==> config.mk <==
export PLATFORM = sky130hd
export DESIGN_NAME = mm3_argmax_reader
export DESIGN_NICKNAME = d
export VERILOG_FILES = /design/src/rtl/mm3_argmax_reader.sv
export SDC_FILE = /design/constraint.sdc
export NUM_CORES = 1
export LEC_CHECK = 0
export BUFFER_PORTS_ARGS = -buffer_cell sky130_fd_sc_hd__clkbuf_2
export CAP_MARGIN = 20
export CORE_ASPECT_RATIO = 0.8
export CORE_UTILIZATION = 55
export CTS_BUF_LIST = sky130_fd_sc_hd__clkbuf_8
export DETAILED_ROUTE_END_ITERATION = 12
export PLACE_DENSITY = 0.78
export SLEW_MARGIN = 20
export SYNTH_ARGS = -nofsm -noshare
export SYNTH_HDL_FRONTEND = slang
export SYNTH_SLANG_ARGS = --single-unit
==> constraint.sdc <==
create_clock -name clk -period 3.1 [get_ports clk]
set_clock_uncertainty 0.1 [all_clocks]
set_input_delay 0.31 -clock clk [delete_from_list [all_inputs] [get_ports clk]]
set_output_delay 0.31 -clock clk [all_outputs]
set_load 0.01 [all_outputs]
==> src/rtl/mm3_argmax_reader.sv <==
// mm3_argmax_reader
// Read-side sequencer for the layer-3 output memory. On a start pulse it walks
// NUM_ENTRIES consecutive words beginning at BASE_ADDR. It keeps a running
// signed maximum and publishes the offset and value of the largest entry.
//
// Ports:
//   clk        system clock, all state changes on the rising edge
//   reset      synchronous active-high reset
//   start      scan request, honoured only while idle
//   read_addr  registered memory read address
//   read_data  signed memory word for read_addr (same-cycle combinational read)
//   busy       high for the NUM_ENTRIES cycles of a scan
//   done       one-cycle pulse when max_index/max_value are refreshed
//   max_index  offset of the maximum entry relative to BASE_ADDR
//   max_value  signed value of the maximum entry
module mm3_argmax_reader #(
    parameter int NUM_ENTRIES = 10,
    parameter int BASE_ADDR   = 0,
    parameter int ADDR_WIDTH  = 16,
    parameter int DATA_WIDTH  = 32
) (
    input  logic                  clk,
    input  logic                  reset,
    input  logic                  start,
    output logic [ADDR_WIDTH-1:0] read_addr,
    input  logic [DATA_WIDTH-1:0] read_data,
    output logic                  busy,
    output logic                  done,
    output logic [ADDR_WIDTH-1:0] max_index,
    output logic [DATA_WIDTH-1:0] max_value
);

    typedef enum logic [0:0] {
        ST_IDLE = 1'b0,
        ST_SCAN = 1'b1
    } state_t;

    localparam logic [ADDR_WIDTH-1:0] ADDR_ZERO = {ADDR_WIDTH{1'b0}};
    localparam logic [ADDR_WIDTH-1:0] ADDR_ONE  = {{(ADDR_WIDTH-1){1'b0}}, 1'b1};
    localparam logic [ADDR_WIDTH-1:0] ADDR_BASE = ADDR_WIDTH'(BASE_ADDR);
    localparam logic [ADDR_WIDTH-1:0] LAST_CNT  = ADDR_WIDTH'(NUM_ENTRIES - 1);
    localparam logic [DATA_WIDTH-1:0] DATA_ZERO = {DATA_WIDTH{1'b0}};

    state_t                  state_r;
    logic [ADDR_WIDTH-1:0]   count_r;
    logic [ADDR_WIDTH-1:0]   read_addr_r;
    logic                    busy_r;
    logic                    done_r;
    logic [ADDR_WIDTH-1:0]   max_index_r;
    logic [DATA_WIDTH-1:0]   max_value_r;
    logic [ADDR_WIDTH-1:0]   run_idx_r;
    logic [DATA_WIDTH-1:0]   run_val_r;

    logic                    take_s;
    logic [ADDR_WIDTH-1:0]   next_idx_s;
    logic [DATA_WIDTH-1:0]   next_val_s;

    assign read_addr = read_addr_r;
    assign busy      = busy_r;
    assign done      = done_r;
    assign max_index = max_index_r;
    assign max_value = max_value_r;

    // Decide whether the current sample replaces the running maximum.
    // The first sample always loads; later ones need a strictly greater
    // signed value so that ties keep the lower index.
    always_comb begin
        take_s = 1'b0;
        if (count_r == ADDR_ZERO) begin
            take_s = 1'b1;
        end else if ($signed(read_data) > $signed(run_val_r)) begin
            take_s = 1'b1;
        end else begin
            take_s = 1'b0;
        end
    end

    // Running maximum after folding in the current sample.
    always_comb begin
        next_idx_s = run_idx_r;
        next_val_s = run_val_r;
        if (take_s) begin
            next_idx_s = count_r;
            next_val_s = read_data;
        end else begin
            next_idx_s = run_idx_r;
            next_val_s = run_val_r;
        end
    end

    // Scan sequencer: address stepping, running max and result publication.
    always_ff @(posedge clk) begin
        if (reset) begin
            state_r     <= ST_IDLE;
            count_r     <= ADDR_ZERO;
            read_addr_r <= ADDR_BASE;
            busy_r      <= 1'b0;
            done_r      <= 1'b0;
            max_index_r <= ADDR_ZERO;
            max_value_r <= DATA_ZERO;
            run_idx_r   <= ADDR_ZERO;
            run_val_r   <= DATA_ZERO;
        end else begin
            case (state_r)
                ST_IDLE: begin
                    done_r      <= 1'b0;
                    count_r     <= ADDR_ZERO;
                    read_addr_r <= ADDR_BASE;
                    if (start) begin
                        state_r <= ST_SCAN;
                        busy_r  <= 1'b1;
                    end else begin
                        state_r <= ST_IDLE;
                        busy_r  <= 1'b0;
                    end
                end
                ST_SCAN: begin
                    run_idx_r <= next_idx_s;
                    run_val_r <= next_val_s;
                    if (count_r == LAST_CNT) begin
                        // Final sample: publish including this sample's compare.
                        state_r     <= ST_IDLE;
                        busy_r      <= 1'b0;
                        done_r      <= 1'b1;
                        count_r     <= ADDR_ZERO;
                        read_addr_r <= ADDR_BASE;
                        max_index_r <= next_idx_s;
                        max_value_r <= next_val_s;
                    end else begin
                        state_r     <= ST_SCAN;
                        busy_r      <= 1'b1;
                        done_r      <= 1'b0;
                        count_r     <= count_r + ADDR_ONE;
                        read_addr_r <= read_addr_r + ADDR_ONE;
                    end
                end
                default: begin
                    state_r     <= ST_IDLE;
                    count_r     <= ADDR_ZERO;
                    read_addr_r <= ADDR_BASE;
                    busy_r      <= 1'b0;
                    done_r      <= 1'b0;
                end
            endcase
        end
    end

endmodule

==> impl_metrics.toml <==
[power]
p_clk_share_pct = 42.4
switching_share_pct = 25.9
combPwrFrac_pct = 11.5
p_leak_nw = 2.91
powerDensity_nw_per_um2 = 501
p_int_w = 0.00278
p_sw_w = 0.000973
seqPwrFrac_pct = 46.1
vdd_drop_max_uv = 302

[synth]
synth_compound_area_share_pct = 14.2
yosysWarningCount = 0
synth_top_area_share_pct = 40.4
synth-xor-area-share_pct = 3.67
synth_top_area_cell = "dfxtp_1"
synth_area_leaders = "dfxtp_1, nand2b_1, mux2i_1"
synthSimpleGateAreaFrac_pct = 21.1
synth_top_family_by_area = "simple AND/OR/NAND/NOR gates"
ys_ff_latch = 130
netlist_instances = 718
avgSynthCellArea_um2 = 8.97
synthesis.area_um2 = 6440
synthAdderAreaFrac_pct = 7.00
yosysSeqAreaShare_pct = 40.4
synthMuxAreaShare_pct = 7.46
syn-num-nets = 789
synth_cell_types = 39

[placed_design]
dpl_cell_area_um2 = 7050
port_buffers = 100
hpwl_mm = 9.87
place_congestion = 0.815
dp_slack_ps = -23.3

[hold_path]
whs_path_depth = 2
worstHoldPathType = "in2reg"
min-delay-start = "start"
hold_path_end = "busy$_SDFF_PP0_"

[floorplan]
die_w_um = 123
dieArea_um2 = 12100
start_util_pct = 57.8
die_y_um = 98.8
io_pins = 101
placementRows = 34
coreArea_um2 = 11100

[drt]
drtPass1Iterations = 5
route.vias.total = 5456
drt-initial-drc-count = 408
drc = 0
drt-wirelength-per-cell_um = 15.4
ant_nets = 0
viasPerCell = 5.73
drt_wl_total_mm = 14.6

[worst_setup_path]
reg2reg_from = "run_val_r[15]$_SDFFE_PP0P_"
path_cells = "inv_1 -> ha_1 -> nand4_1 -> nor4_2 -> o21ai_0 -> a31oi_4 -> o21a_1 -> buf_4 -> o211ai_1"
cp-start-kind = "flip-flop"
end_kind = "flip-flop"
rr_worst_depth = 9
max_stage_delay_ps = 420
critPathArrivalTime_ps = 3090
cpLargestDelayFamily = "compound AO/OA/AOI/OAI gates"
r2r_slack_ps = 200
worst_r2r_endpoint = "max_value[28]$_SDFFE_PP0P_"
required_ps = 3290
path_class = "reg2reg"
crit_fanout = 29
slowest_stage = "nor4_2"
cp.buffers_inverters = 2
critical_path_cell_count = 9

[clock_tree]
worst_skew_pair.late_latency_ps = 430
postCtsSetupBuffers = 0
clockBufferDepth = 2
h-tree-depth = 4
clk_pin_slew_worst_paths_ps = 70
tritoncts = "yes"
clockRootBuffer = "clkbuf_8"
clkSinkCount = 130
cts_buffers = 17

[timing]
finalSetupViolCount = 0
min_period_ps = 2900
finalHoldViolCount = 0
maxSlewHeadroom_pct = 55.7
slew_viol_final = 0
fin_crit_sh_pct = 93.5
worst_slew_pin_slew_ps = 665
setup_tns_ps = 0
fmax_mhz = 345
finalWorstSetupSlack_ps = 201
rsz0062_at_grt = "false"

[global_route]
grt_pass1_vias = 5095
grt_pass1_wl_mm = 24.4
grt_max_degree = 97
antenna_found_initial = 0
gr-total-overflow = 0
gr-usage-all-layers_pct = 25.3

[status]
status = "complete, no violations"

[layout]
syn2layout_area_growth_pct = 16.5
post-route-cell-area_um2 = 7500
mostFrequentLayoutCells = "dfxtp_1, clkbuf_2, nand2b_1, nand2_1, mux2i_1"
antenna_cells = 0
fillers = 894
drive_above_1_share_pct = 18.7
mostFrequentLayoutCell = "dfxtp_1"
finalNetCount = 868

[run]
cap_violations = 0
cell usage after synthesis (all sizes together):
cell,count
nor4b,1
or4,1
a211o,1
o2111ai,34
o211ai,36
nor3,3
ha,36
a211oi,1
dfxtp,130
a21oi,11
o31a,1
nor3b,1
nor4,5
nand4,13
or3b,1
inv,42
o21a,4
buf,14
nand2,82
and4,1
nand3,9
a32oi,1
o21ai,5
nand2b,98
a31oi,1
mux2i,48
a21o,7
clkbuf,39
a22oi,1
xnor2,12
xor2,15
nor2,38
a32o,13
and3,11
a221oi,1
or3,1
power by group through the flow:
| stage | Sequential, W | Clock, W | Combinational [W] |
|---|---|---|---|
| after detailed placement | 0.00177 | 0 | 0.000424 |
| after CTS | 0.00173 | 0.00161 | 0.000428 |
| after global routing | 0.00173 | 0.00170 | 0.000475 |
| after floorplan | 0.00176 | 0 | 0.000295 |
| final | 0.00173 | 0.00159 | 0.000431 |
| after global placement | 0.00177 | 0 | 0.000406 |
worst max-delay path by stage:
stage	start	endpoint	slack [ps]
floorplan	run_val_r[17]$_SDFFE_PP0P_	max_index[0]$_SDFFE_PP0P_	640
global placement	read_data[15]	run_idx_r[11]$_SDFFE_PP0P_	140
detailed placement	read_data[15]	max_value[28]$_SDFFE_PP0P_	-20
CTS	run_val_r[15]$_SDFFE_PP0P_	run_val_r[29]$_SDFFE_PP0P_	200
global route	run_val_r[14]$_SDFFE_PP0P_	max_value[3]$_SDFFE_PP0P_	5
finish	run_val_r[15]$_SDFFE_PP0P_	max_value[28]$_SDFFE_PP0P_	200
state kept, by name, indices dropped and copies added (netlist names):
register and flops:
max_index 16, count_r 16, busy 1, run_idx_r 16, max_value 32, read_addr 16
done 1, run_val_r 32
per-layer routing:
layer | up-vias | share of wire, % | global-route usage (%)
met1 | 2633 | 45 | 32.3
met2 | 145 | 49 | 42.2
li1 | 2664 | - | -
met3 | 14 | 5.1 | 5.67
met5 | - | 0 | 0
met4 | 0 | 1.0 | 7.79
cell families after synthesis:
logic type / count (synthesis)
flops: 130
buf+inv: 95
mux: 48
xor+xnor: 27
compound gates: 117
fa+ha+maj: 36
simple gates: 265
worst register-to-register path: cells and delay by family (launching register included):
kind | cells | cell delay [ps]
AOI/OAI and AO/OA | 4 | 1000
adders and majority gates | 1 | 300
buffers and inverters | 2 | 400
DFF | 1 | 380
and+or+nand+nor | 2 | 590
metrics by stage:
step                utilization (%)  hold slack, ps  power [W]  std cells
floorplan                         -             320    0.00205        718
global placement               63.3             352    0.00217        922
detailed placement             63.3             359    0.00219        922
CTS                            67.3            9.80    0.00377        953
global route                   67.3            21.5    0.00391        953
finish                         67.3            31.6    0.00375        953
timing repair:
item                                    in CTS  in global routing
endpoints found under the setup margin       4                  0
hold buffers                                 0                  0
endpoints found under the hold margin        0                  0
resized for setup                            1                  0
layout make-up:
cell class	instances	area (um2)	share of cell area, %
multi-input combinational	493	3490	46.6
clock buffer	19	262	3.49
tap	144	180	2.40
clock inverter	12	181	2.42
sequential	130	2600	34.7
inverter	42	158	2.10
timing repair buffer	113	623	8.31
Power figures use the tool's default switching activity.
